$ cat config.mk
export PLATFORM = sky130hd
export DESIGN_NAME = uart_rx
export DESIGN_NICKNAME = d
export VERILOG_FILES = /design/src/rtl/uart_rx.sv
export SDC_FILE = /design/constraint.sdc
export NUM_CORES = 1
export LEC_CHECK = 0
export CAP_MARGIN = 20
export CORE_MARGIN = 2
export CORE_UTILIZATION = 66
export CTS_BUF_LIST = sky130_fd_sc_hd__clkbuf_4 sky130_fd_sc_hd__clkbuf_8 sky130_fd_sc_hd__clkbuf_16
export DETAILED_ROUTE_END_ITERATION = 10
export DONT_BUFFER_PORTS = 1
export PLACE_DENSITY = 0.82
export SLEW_MARGIN = 20
export SYNTH_ARGS = -nofsm -noshare
export SYNTH_HDL_FRONTEND = slang
export SYNTH_SLANG_ARGS = --single-unit
$ cat constraint.sdc
create_clock -name clock -period 3.4 [get_ports clock]
set_input_delay 0.68 -clock clock [delete_from_list [all_inputs] [get_ports clock]]
set_output_delay 0.68 -clock clock [all_outputs]
set_load 0.01 [all_outputs]
$ cat src/rtl/uart_rx.sv
// uart_rx: 8N1 serial receiver, LSB first, idle-high line, with a one-entry
// output buffer and a valid/ready handshake.
// Optional even-parity bit between bit 7 and stop: define UART_RX_PARITY_EN.
//
// state  | meaning
// IDLE   | line idle, waiting for rx_s low
// START  | confirming start bit at half bit period
// DATA   | sampling 8 data bits, one per bit period
// PARITY | sampling the parity bit (UART_RX_PARITY_EN only)
// STOP   | sampling the stop bit, delivering or flagging
// BRK    | line stuck low after a framing error, waiting for idle
module uart_rx #(
  parameter int CLKS_PER_BIT = 52
) (
  input  logic       clock,
  input  logic       reset,
  input  logic       rx,
  output logic [7:0] data_out,
  output logic       data_valid,
  input  logic       data_ready,
  output logic       frame_err,
  output logic       overrun,
  output logic       parity_err
);

  localparam int CW = $clog2(CLKS_PER_BIT);
  localparam logic [CW-1:0] HALF = CW'((CLKS_PER_BIT - 1) / 2);
  localparam logic [CW-1:0] LAST = CW'(CLKS_PER_BIT - 1);

  typedef enum logic [2:0] {
    IDLE   = 3'd0,
    START  = 3'd1,
    DATA   = 3'd2,
`ifdef UART_RX_PARITY_EN
    PARITY = 3'd3,
`endif
    STOP   = 3'd4,
    BRK    = 3'd5
  } state_t;

  state_t        state_q, state_d;
  logic [1:0]    sync_q, sync_d;
  logic [CW-1:0] cnt_q, cnt_d;
  logic [2:0]    idx_q, idx_d;
  logic [7:0]    shift_q, shift_d;
  logic [7:0]    data_q, data_d;
  logic          valid_q, valid_d;
  logic          ferr_q, ferr_d;
  logic          ovr_q, ovr_d;
`ifdef UART_RX_PARITY_EN
  logic          par_bad_q, par_bad_d;
  logic          perr_q, perr_d;
`endif
  logic          rx_s;

  assign rx_s   = sync_q[1];
  assign sync_d = {sync_q[0], rx};

  // Next-state logic for the frame FSM, output buffer and error pulses.
  always_comb begin
    state_d = state_q;
    cnt_d   = cnt_q;
    idx_d   = idx_q;
    shift_d = shift_q;
    data_d  = data_q;
    valid_d = valid_q;
    ferr_d  = 1'b0;
    ovr_d   = 1'b0;
`ifdef UART_RX_PARITY_EN
    par_bad_d = par_bad_q;
    perr_d    = 1'b0;
`endif
    if (valid_q && data_ready) valid_d = 1'b0;

    case (state_q)
      IDLE: begin
        if (!rx_s) begin
          state_d = START;
          cnt_d   = '0;
        end
      end
      START: begin
        if (cnt_q == HALF) begin
          cnt_d   = '0;
          idx_d   = 3'd0;
          state_d = rx_s ? IDLE : DATA;
        end else begin
          cnt_d = cnt_q + CW'(1);
        end
      end
      DATA: begin
        if (cnt_q == LAST) begin
          cnt_d          = '0;
          shift_d[idx_q] = rx_s;
          idx_d          = idx_q + 3'd1;
          if (idx_q == 3'd7) begin
`ifdef UART_RX_PARITY_EN
            state_d = PARITY;
`else
            state_d = STOP;
`endif
          end
        end else begin
          cnt_d = cnt_q + CW'(1);
        end
      end
`ifdef UART_RX_PARITY_EN
      PARITY: begin
        if (cnt_q == LAST) begin
          cnt_d     = '0;
          par_bad_d = rx_s ^ (^shift_q);
          state_d   = STOP;
        end else begin
          cnt_d = cnt_q + CW'(1);
        end
      end
`endif
      STOP: begin
        if (cnt_q == LAST) begin
          cnt_d = '0;
          if (!rx_s) begin
            ferr_d  = 1'b1;
            state_d = BRK;
`ifdef UART_RX_PARITY_EN
          end else if (par_bad_q) begin
            perr_d  = 1'b1;
            state_d = IDLE;
`endif
          end else begin
            state_d = IDLE;
            // A consumer taking the old byte this cycle frees the buffer.
            if (!valid_q || data_ready) begin
              data_d  = shift_q;
              valid_d = 1'b1;
            end else begin
              ovr_d = 1'b1;
            end
          end
        end else begin
          cnt_d = cnt_q + CW'(1);
        end
      end
      BRK: begin
        if (rx_s) state_d = IDLE;
      end
      default: state_d = IDLE;
    endcase
  end

  // Register all receiver state; reset aborts any frame in progress.
  always_ff @(posedge clock or posedge reset) begin
    if (reset) begin
      state_q   <= IDLE;
      sync_q    <= 2'b11;
      cnt_q     <= '0;
      idx_q     <= 3'd0;
      shift_q   <= 8'h00;
      data_q    <= 8'h00;
      valid_q   <= 1'b0;
      ferr_q    <= 1'b0;
      ovr_q     <= 1'b0;
`ifdef UART_RX_PARITY_EN
      par_bad_q <= 1'b0;
      perr_q    <= 1'b0;
`endif
    end else begin
      state_q   <= state_d;
      sync_q    <= sync_d;
      cnt_q     <= cnt_d;
      idx_q     <= idx_d;
      shift_q   <= shift_d;
      data_q    <= data_d;
      valid_q   <= valid_d;
      ferr_q    <= ferr_d;
      ovr_q     <= ovr_d;
`ifdef UART_RX_PARITY_EN
      par_bad_q <= par_bad_d;
      perr_q    <= perr_d;
`endif
    end
  end

  assign data_out   = data_q;
  assign data_valid = valid_q;
  assign frame_err  = ferr_q;
  assign overrun    = ovr_q;
`ifdef UART_RX_PARITY_EN
  assign parity_err = perr_q;
`else
  assign parity_err = 1'b0;
`endif

endmodule

==> results.txt <==
- The run finished with clean final reports.
* Antenna diodes: 0
* Setup slack on the worst flop-to-flop path: 1550 ps
- Synth cell types: 43
* Floorplan die height: 54.7 um
- All-layer global routing usage: 23.4%
* Global-route wire length before repair: 4710 um
- Sequential cell area fraction in the yosys report: 48.9%
- In this run the core area contains 18 standard-cell rows.
* Number of nets in the synthesized netlist: 153
- Kind of start point of the critical path: flip-flop
- For this design, the sink count on the clock tree is 33.
- In the routed layout, each cell is associated on average with a via count of 6.09.
- Input and output buffers added on the ports amount to 0.
* Antenna-violating nets left: 0
- Clock-pin slew was measured on the worst setup and hold paths at 100 ps.
- The number of placed instances, taps included, is 169.
- The via count of the first global-routing pass is 1,059.
- Routed len/inst: 16.9 um
- Length of routed met2 wiring: 1540 um
- Sum of met3 wire segment lengths after detailed routing: 136 um
- Worst hold path class: in2async
- Setup TNS: 0 ps
- Summed over all instances, the cell type with the most area after synthesis is sky130_fd_sc_hd__dfrtp_1.
- Arr. time, crit path: 2070 ps
- After synthesis the netlist holds a flip-flop and latch count of 33.
* First element of the critical path: cnt_q[0]
* Static power due to leakage: 0.856 nW
* Post-Route Hold Slack: 269 ps
- # Post-CTS Setup Buffers: 0
- Fraction of registers with async set/reset: 100%
- Measured in cells, the most critical reg-to-reg path has a length of 5.
- Area growth from synthesis to layout: 4.06%
* Areal power density over the cells: 516 nW/um2
- The die covers 2990 um2.
- Count of buffering cells on the critical path with inverters included: 0
- The initial antenna violation count came to 0.
- The finished layout holds 177 standard cells, fillers aside.
- Relative slew margins: 62.9%
- Core Area: 2450 um2
- In this run the critical register-to-register path is captured at shift_q[0].
- Among all stages on the critical path, the largest delay is contributed by sky130_fd_sc_hd__dfrtp_1.
- After detailed routing, no signal wire sits above met4.
* Hold Violations, Final: 0
- The die is 54.7 um wide.
* Final #Nets: 154
- Critical R2R Launch: cnt_q[0]
* Worst path max stage delay: 430 ps
* CP delay by family, top: simple AND/OR/NAND/NOR gates
- Maximum VDD drop: 0.000383 V
- Average cell area after synthesis: 11.7 um2
- Placer congestion estimate: 0.826
* Critical path start-end classification: reg2reg
* First-pass iteration count of the detailed router: 4
* Gate count of the mapped netlist: 145
* Area share of the leading cell type in the synthesized netlist: 45.8%
* Final Power: 911 uW
- Entering global routing, the biggest net connects 20 pins.
* Number of pins exceeding their max-slew limit in the final report: 0
- Filler cells: 163
- Highest fanout seen on the critical path: 5
- In the post-synthesis netlist, the cell with the most instances is sky130_fd_sc_hd__dfrtp_1.
* Setup repair after global routing missed its margin: false
- After layout, the minimum clock period comes to 1850 ps.
- TritonCTS buffer count: 5
- Capturing instance or port of the critical path: shift_q[0]
- After detailed routing, the wire length on met1 is 1270 um.
- Timing would allow up to 540 MHz.
* Dominant register cell in the synthesized netlist: sky130_fd_sc_hd__dfrtp_1
- YS warnings: 0
- In this run, the number of DRC markers left after iteration 0 of detailed routing was 20.
* Hold buffer count at cts: 0
* Share of the clock period used by the worst path: 54.5%
- Area of the mapped netlist: 1700 um2
- Worst clock skew: 6.37 ps
- Summed over all nets, the half-perimeter wirelength after detailed placement is 2240 um.
- TritonCTS built the clock tree.
* Area of all placed cells without fillers: 1760 um2
* Number of gates resized after cts: 0
- Fraction of layout cells with a size suffix above 1: 22.4%
- Total setup violations reported at the end of the flow: 0
- The total overflow left after global routing is 0.
- For this design the top-level I/O count stands at 16.
* Initial Util: 69.1%
* Most numerous cell types in the synthesized netlist: sky130_fd_sc_hd__dfrtp_1 (31), sky130_fd_sc_hd__nand2_1 (15), sky130_fd_sc_hd__nor2_1 (11)
- DR DRC count: 0
* Required arrival time at the worst endpoint: 3620 ps
* Final WL: 2990 um
- Max Cap Violations: 0
- Worst Max-Slew Pin Slew: 555 ps
- Sequence of cells on the critical path: ha_1, and4bb_2, nand4_2, nor3_2, mux2_1
- Clock latency on the worst-skew pair, taken at its later pin, is 330 ps.
- H-tree lvl count: 2
- After detailed placement, the total cell area comes to 1690 um2.
* Vias after detailed routing: 1,078
- Counting buffers and inverters, the worst setup path is 5 cells deep.
- Number of enable flip-flop cells after synthesis: 0
- Buffers from clock root to sink, at most: 2
* CTS root buffer: sky130_fd_sc_hd__clkbuf_4
* Cell types occupying the most area after synthesis: sky130_fd_sc_hd__dfrtp_1 (46%), sky130_fd_sc_hd__mux2_4 (7.1%), sky130_fd_sc_hd__mux2_1 (5.3%)
* Worst setup EP type: flip-flop
-- where the power goes --
part | internal, mW | total [mW] | switching, mW
Sequential | 0.430 | 0.503 | 0.0729
Clock | 0.120 | 0.247 | 0.128
Combinational | 0.0750 | 0.160 | 0.0854
-- layer usage --
| layer | global-route usage, % | up-vias |
|---|---|---|
| met5 | 0 | - |
| met4 | 7.92 | 0 |
| li1 | - | 513 |
| met1 | 25.1 | 537 |
| met3 | 8.20 | 5 |
| met2 | 42.3 | 23 |
-- layout by cell type (no fill, tap or decap), types with 3 or more instances in the layout --
master and instances:
sky130_fd_sc_hd__nand2b_1 3, sky130_fd_sc_hd__nand3_1 4, sky130_fd_sc_hd__o21ai_0 6, sky130_fd_sc_hd__mux2_1 8, sky130_fd_sc_hd__nor2_1 11, sky130_fd_sc_hd__dfrtp_1 31
sky130_fd_sc_hd__nand2_1 15, sky130_fd_sc_hd__ha_1 4, sky130_fd_sc_hd__inv_1 6, sky130_fd_sc_hd__clkbuf_4 5, sky130_fd_sc_hd__o211ai_1 3, sky130_fd_sc_hd__mux2_4 8
-- state kept, by name (all words and copies together), names as in the netlist --
register and flops:
cnt_q 6, shift_q 8, data_valid 1, data_out 8
state_q 3, overrun 1, idx_q 3, sync_q 2
frame_err 1
-- stage by stage --
step / setup slack [ps] / utilization, %
after CTS: 1530 / 71.9
after global routing: 1450 / 71.9
after global placement: 1650 / 69.0
after detailed placement: 1560 / 69.0
final: 1550 / 71.9
after floorplan: 1770 / -
-- cells by family after synthesis --
family,after synthesis,synth area share (%)
adders and majority gates,4,2.95
buffers and inverters,14,4.28
AOI/OAI and AO/OA,22,9.67
other,1,0.221
DFF,33,48.9
muxes,18,13.6
and+or+nand+nor,53,20.4
-- worst min-delay path by stage --
stage	endpoint	slack [ps]	cells after the start
after global placement	sync_q[1]	350	0
final	overrun	270	1
after CTS	overrun	280	1
after global routing	data_valid	310	1
after floorplan	sync_q[1]	350	0
after detailed placement	sync_q[1]	350	0
-- cell type report --
type	instances	area, um2	area share (%)
sequential	33	828	47.0
multi-input combinational	98	795	45.0
clock buffer	7	65.1	3.69
tap	30	37.5	2.13
inverter	7	26.3	1.49
timing repair buffer	1	7.51	0.426
clock inverter	1	5.00	0.284
Power figures use the tool's default switching activity.
